<file path="config.mk">
export PLATFORM = sky130hd
export DESIGN_NAME = bk_timer
export DESIGN_NICKNAME = d
export VERILOG_FILES = /design/src/rtl/bk_timer.sv
export SDC_FILE = /design/constraint.sdc
export NUM_CORES = 1
export LEC_CHECK = 0
export BUFFER_PORTS_ARGS = -buffer_cell sky130_fd_sc_hd__buf_2
export CAP_MARGIN = 20
export CORE_MARGIN = 5
export CORE_UTILIZATION = 45
export CTS_CLUSTER_SIZE = 40
export DETAILED_ROUTE_END_ITERATION = 8
export PLACE_DENSITY = 0.66
export REMOVE_ABC_BUFFERS = 1
export SLEW_MARGIN = 10
export SYNTH_ARGS = -nofsm -noshare
export SYNTH_HDL_FRONTEND = slang
export SYNTH_SLANG_ARGS = --single-unit
</file>
<file path="constraint.sdc">
create_clock -name clk_sys -period 4.9 [get_ports clk_sys]
set_input_delay 0.98 -clock clk_sys [delete_from_list [all_inputs] [get_ports clk_sys]]
set_output_delay 0.98 -clock clk_sys [all_outputs]
set_load 0.03 [all_outputs]
</file>
<file path="src/rtl/bk_timer.sv">
// bk_timer: programmable interval timer with RELOAD/COUNT/CTRL word registers.
// Optional interrupt output and CTRL[8] IEN bit are built when BK_TIMER_IRQ_EN is defined.
`timescale 1ns/1ps
module bk_timer (
  input  logic        clk_sys,
  input  logic        reset,
  input  logic        ce,
  input  logic        ce_tick,
  input  logic [15:0] bus_addr,
  input  logic [15:0] bus_din,
  output logic [15:0] bus_dout,
  input  logic        bus_stb,
  input  logic        bus_we,
  input  logic [1:0]  bus_wtbt,
  input  logic        bus_sync,
  output logic        bus_ack,
  output logic        irq
);

  localparam logic [15:0] ADDR_RELOAD = 16'o177706;
  localparam logic [15:0] ADDR_COUNT  = 16'o177710;
  localparam logic [15:0] ADDR_CTRL   = 16'o177712;

  logic [15:0] reload_q;
  logic [15:0] count_q;
  logic [15:0] rdata;
  logic [7:0]  ctrl_q;
  logic        ien_q;
  logic [12:0] presc_q;
  logic [12:0] presc_last;
  logic        sel_rel;
  logic        sel_cnt;
  logic        sel_ctl;
  logic        sel;
  logic        wr_en;
  logic        tick_en;
  logic        addr_unused;

  // CTRL field aliases
  logic stop, wrap, expen, oneshot, run, div16, div4, expiry;
  assign stop    = ctrl_q[0];
  assign wrap    = ctrl_q[1];
  assign expen   = ctrl_q[2];
  assign oneshot = ctrl_q[3];
  assign run     = ctrl_q[4];
  assign div16   = ctrl_q[5];
  assign div4    = ctrl_q[6];
  assign expiry  = ctrl_q[7];

  assign addr_unused = bus_addr[0];

  assign sel_rel = bus_sync & (bus_addr[15:1] == ADDR_RELOAD[15:1]);
  assign sel_cnt = bus_sync & (bus_addr[15:1] == ADDR_COUNT[15:1]);
  assign sel_ctl = bus_sync & (bus_addr[15:1] == ADDR_CTRL[15:1]);
  assign sel     = sel_rel | sel_cnt | sel_ctl;

  // A write lands only on the ce that raises ack, never while the strobe is held.
  assign wr_en   = ce & bus_stb & sel & bus_we & ~bus_ack;
  assign tick_en = ce_tick & run & ~stop;

  // Prescaler terminal count selected by the divider bits.
  always_comb begin
    presc_last = 13'd127;
    case ({div4, div16})
      2'b01:   presc_last = 13'd2047;
      2'b10:   presc_last = 13'd511;
      2'b11:   presc_last = 13'd8191;
      default: presc_last = 13'd127;
    endcase
  end

  // Register read multiplexer; unselected reads yield zero.
  always_comb begin
    rdata = '0;
    if (sel_rel) rdata = reload_q;
    if (sel_cnt) rdata = count_q;
    if (sel_ctl) rdata = {7'd0, ien_q, ctrl_q};
  end

  // Register writes, prescaler and countdown; a bus write swallows a same-cycle tick.
  always_ff @(posedge clk_sys or posedge reset) begin
    if (reset) begin
      reload_q <= '0;
      count_q  <= '0;
      ctrl_q   <= '0;
      presc_q  <= '0;
    end else if (wr_en) begin
      if (sel_rel) begin
        if (bus_wtbt[0]) reload_q[7:0]  <= bus_din[7:0];
        if (bus_wtbt[1]) reload_q[15:8] <= bus_din[15:8];
      end
      if (sel_ctl && bus_wtbt[0]) begin
        ctrl_q  <= {1'b0, bus_din[6:0]};
        presc_q <= '0;
        if (bus_din[4]) count_q <= reload_q;
      end
    end else if (tick_en) begin
      if (presc_q == presc_last) begin
        presc_q <= '0;
        if (count_q != 16'd0) begin
          count_q <= count_q - 16'd1;
        end else begin
          if (expen)   ctrl_q[7] <= 1'b1;
          if (oneshot) ctrl_q[4] <= 1'b0;
          count_q <= wrap ? 16'hFFFF : reload_q;
        end
      end else begin
        presc_q <= presc_q + 13'd1;
      end
    end
  end

  // Bus handshake: ack follows the strobe on ce; read data is registered with it.
  always_ff @(posedge clk_sys or posedge reset) begin
    if (reset) begin
      bus_ack  <= 1'b0;
      bus_dout <= '0;
    end else if (ce) begin
      bus_ack  <= bus_stb & (sel | bus_ack);
      bus_dout <= (bus_stb & ~bus_we) ? rdata : '0;
    end
  end

`ifdef BK_TIMER_IRQ_EN
  // Interrupt enable lives in the CTRL high byte.
  always_ff @(posedge clk_sys or posedge reset) begin
    if (reset) begin
      ien_q <= 1'b0;
    end else if (wr_en && sel_ctl && bus_wtbt[1]) begin
      ien_q <= bus_din[8];
    end
  end

  // Registered interrupt request, held while EXPIRY stays set.
  always_ff @(posedge clk_sys or posedge reset) begin
    if (reset) begin
      irq <= 1'b0;
    end else begin
      irq <= expiry & ien_q;
    end
  end
`else
  assign ien_q = 1'b0;
  assign irq   = 1'b0;
`endif

endmodule
</file>
Word level (Yosys, flattened, before mapping)
Cells that the tools add are included.

cells by class
  $add $sub $neg = 2
  multipliers = 0
  div/mod/pow operators = 0
  magnitude comparators = 0
  equal/unequal tests = 10
  shift operators = 0
  muxes and demuxes = 27
  bitwise logic cells = 17
  reduce and logical (&&, ||, !) cells = 13

operators with widths
  operator               count
  $mux 16                11
  $mux 13                4
  $eq 15x15->1 const B   3
  $pmux 13 s3            1
  $reduce_bool 16->1     1
  $sub 16x1->16 const B  1
  $add 13x1->13 const B  1
  $eq 13x13->1           1
  $and 1x1->1            11
  $mux 1                 10
  $reduce_and 5->1       2
  $mux 8                 1
  $reduce_bool 2->1      4
  $reduce_and 3->1       2
  $eq 2x2->1 const B     2
  $ne 2x2->1 const B     2
  $reduce_and 2->1       2
  $reduce_and 4->1       1
  $not 1->1              3
  $or 1x1->1             3
  $eq 2x1->1 const B     1
  $ne 2x1->1 const B     1
  $logic_and 1x1->1      1

word-level totals
  register bits = 70
  bits in latches = 0
  memory bits (writable) = 0
  ROM bits = 0
  bits of input ports = 41
  output and inout bits = 18
  logic and storage cells = 78
  memories kept = 0

Logic depth before layout (Yosys ltp)
  depth after elaboration = 9
  depth in mapped cells = 9
  mapped depth without buffers = 8

Worst setup path before layout
Ideal clock, no wire load.

  kind = input to register
  from = input port bus_addr[4]
  to = register count_q[10]
  setup time = 0.128 ns
  arrival = 2.890 ns
  required time = 4.772 ns
  setup slack = 1.882 ns
  stages on the path = 9
  buffers on the path = 3
  path through = or2_1 or4_1 buf_2 nor3_4 a21o_1 and2_1 buf_2 buf_2 a21oi_1

on the way
  cells in the longest elaborated chain, start to end = 9
  elaborated cells between the ends (all ways) = 18
  those cells by class = eq/ne (5); mux (1); bitwise (8); reduce/logical (4)

ends and longest elaborated chain
  item                                          RTL line  source
  start: declaration                            9         input logic [15:0] bus_addr,
  $eq 15x15->1 (on tied branches)               52, 53
  $and 1x1->1 (on tied branches)                52, 53
  $or 1x1->1 (2 in a row)                       55        assign sel = sel_rel | sel_cnt | sel_ctl;
  $and 1x1->1 (3 in a row)                      58        assign wr_en = ce & bus_stb & sel & bus_we & ~bus_ack;
  $ne 2x1->1 (no line) (tied with other cells)  n/a
  $reduce_and 4->1 (no line)                    n/a
  end signal: assignment                        95        if (bus_din[4]) count_q <= reload_q;
  end signal: assignment                        101       count_q <= count_q - 16'd1;
  end signal: assignment                        105       count_q <= wrap ? 16'hFFFF : reload_q;
  end: declaration                              25        logic [15:0] count_q;

Several ways; a longest one is shown, not always the timed one.
A chain may end at the register's enable or synchronous reset.

Worst setup path in the final report
  from = input port bus_addr[4]
  to = register count_q[0]

Same word-level chain as after synthesis.

==> results.cfg <==
[timing]
relSlewSlack_pct = 39.6
fin_skew_ns = 0.0127
fin_setup_tns_ns = 0
rsz0062_at_grt = false
fmax_ghz = 0.280
fin_crit_ns = 3.57
finalHoldViolations = 0
setup_viol = 0
slew_violations = 0
min_period_over_period_pct = 72.9
tightest_slew_ns = 0.884

[place]
gp_congestion = 0.886
io_buffers = 56
hpwl_um = 7050
place_inst = 549

[logic_synthesis]
synthCells = 402
post-synth-top-count-cell = dfrtp_1
syn_area_um2 = 3780
synthFlopType = dfrtp_1
seq_area_frac_synth_pct = 46.4
synth_enable_flop_cells = 0
synth_top_area_share_pct = 46.4
yosys_warnings = 0
yosysTopAreaCell = dfrtp_1
syn_avg_cell_area_um2 = 9.40
synth_area_leaders = dfrtp_1 46%, mux2_2 4.8%, o22ai_1 3.8%
synth_commonest_cells = 70 x dfrtp_1, 35 x nand2_1, 31 x inv_1
synthArstFlopShare_pct = 100
ys_types = 54
ys_ff_latch = 70

[pwr]
power_frac_clock_pct = 42.8
p_leak_nw = 2.04
p_switching_uw = 310
switching_share_pct = 25.1
combPwrFrac_pct = 7.2
internal-power_uw = 923
p_per_area_nw_per_um2 = 280
power_frac_seq_pct = 50.0
ir_drop_mv = 0.149
power_mw = 1.23

[setup_path]
crit_required_ns = 5.15
timing.rr.start = presc_q[0]
r2r_end = count_q[0]
reg2regPathDepth = 8
cp_max_fo = 16
critPathLaunchType = primary input
path_class = primary input to flop
critPathCaptureType = flop
reg2reg_setup_slack_ns = 1.58
cp.arrival_ns = 3.82

[worst_hold_path]
whs_endpoint = presc_q[1]
hp-start = presc_q[1]
hp-class = flop to flop
hold_path_depth = 2

[route]
wire_per_inst_um = 17.8
ant_nets = 0
via_per_inst = 6.03
drt_wl_total_um = 10100
dr.pass1.iters = 5
drc = 0
dr.first_iter.drc_count = 301
num_vias = 3414

[die]
fp.dieW_um = 102
coreArea_um2 = 8220
start_util_pct = 46.0
die_h_um = 102
boundaryPins = 59
die-area_um2 = 10300
num_rows = 33

[global_routing]
grt_antenna_before_repair = 0
grt_pass1_vias = 3188
grt-ovfl-total = 0
grt_pass1_wl_um = 16400
grt_usage_pct = 20.1
grt_max_degree = 45

[clocking]
clk_pin_slew_worst_paths_ns = 0.09
cts_resized = 0
clk_path_buf_depth = 2
clock-sinks = 70
cts_hold_buf = 0
cts-root-buf = clkbuf_8
cts_tree = yes
htree_levels = 3
numCtsBuffers = 9
postCtsSetupRepairBufs = 0
clock_latency_ns = 0.35

[outcome]
status = complete, no violations

[cells_and_area]
antenna_cells = 0
finalNetCount = 500
n_fill_cell = 769
layout-drive-gt1-share_pct = 23.2
finish.utilization_pct = 53.5
syn_to_final_growth_pct = 16.5
layout.cells.non_filler = 566

[run]
maxCapViolations = 0
area by class of cell:
type,instances,area [um^2],share of cell area [%]
repair buffers,65,368,8.36
well taps,105,131,2.99
inverters,31,116,2.65
multi-input cells,279,1810,41.2
clock inverters,7,96.3,2.19
flip-flops and latches,70,1750,39.8
clock buffers,9,124,2.82
critical path: stages:
cell and delay, ns:
buf_2 0.09, or2_1 0.22, or4_1 0.74, nor3_4 0.45, a21o_1 0.18, buf_4 0.22
and2_1 0.65, mux2i_1 0.29
cell usage in the layout (no fill, tap or decap), types with 9 or more instances in the layout:
| cell type | Yosys | layout |
|---|---|---|
| o21ai_0 | 23 | 23 |
| a31oi_1 | 17 | 17 |
| nand2_1 | 35 | 35 |
| nor2_1 | 16 | 16 |
| clkbuf_8 | 0 | 9 |
| dfrtp_1 | 70 | 70 |
| nand3_1 | 24 | 24 |
| buf_2 | 9 | 56 |
| a21oi_1 | 18 | 18 |
| o22ai_1 | 23 | 23 |
| inv_1 | 31 | 30 |
| mux2_2 | 16 | 16 |
routing by layer:
metal | wire length [um] | global-route usage [%] | vias to the layer above
met5 | 0 | 0 | -
met2 | 4540 | 29.3 | 138
met3 | 656 | 3.51 | 15
met1 | 4730 | 30.1 | 1645
li1 | - | - | 1616
met4 | 151 | 6.44 | 0
registers in the layout, indices dropped and copies added, names as in the netlist:
signal and cells:
bus_ack 1, bus_dout 16, count_q 16, ctrl_q 8, presc_q 13, reload_q 16
stage by stage:
stage	hold slack (ns)	setup WS, ns	cell area (um^2)
5_1_grt	0.538	1.18	4400
4_1_cts	0.512	1.41	4370
2_1_floorplan	0.453	1.61	3680
3_5_place_dp	0.494	1.06	4150
3_3_place_gp	0.482	1.14	4150
6_report	0.510	1.33	4400
cells by family (layout without fill, tap and decap cells):
family | Yosys count | in the layout | share of synthesized area [%]
AND/OR/NAND/NOR | 132 | 132 | 19.7
adder cells (fa/ha/maj) | 3 | 3 | 0.994
buffers and inverters | 53 | 112 | 5.66
other | 1 | 1 | 0.0993
flip-flops | 70 | 70 | 46.4
AO/OA/AOI/OAI | 125 | 125 | 21.9
multiplexers | 18 | 18 | 5.30
worst max-delay path by stage:
stage,startpoint,end,slack [ns],cells after the start
floorplan,bus_addr[4],count_q[0],1.61,6
global placement,bus_addr[4],count_q[1],1.14,8
detailed placement,bus_addr[4],count_q[0],1.06,8
CTS,bus_addr[4],count_q[0],1.41,8
global route,ce,count_q[0],1.18,8
finish,bus_addr[4],count_q[0],1.33,8
power by group through the flow:
stage | combinational, mW | sequential, mW | clock, mW
CTS | 0.0871 | 0.616 | 0.537
global placement | 0.0835 | 0.627 | 0
global route | 0.101 | 0.619 | 0.556
finish | 0.0881 | 0.617 | 0.527
detailed placement | 0.0867 | 0.628 | 0
floorplan | 0.0511 | 0.622 | 0
No activity file was read; power rests on OpenSTA's default activity.
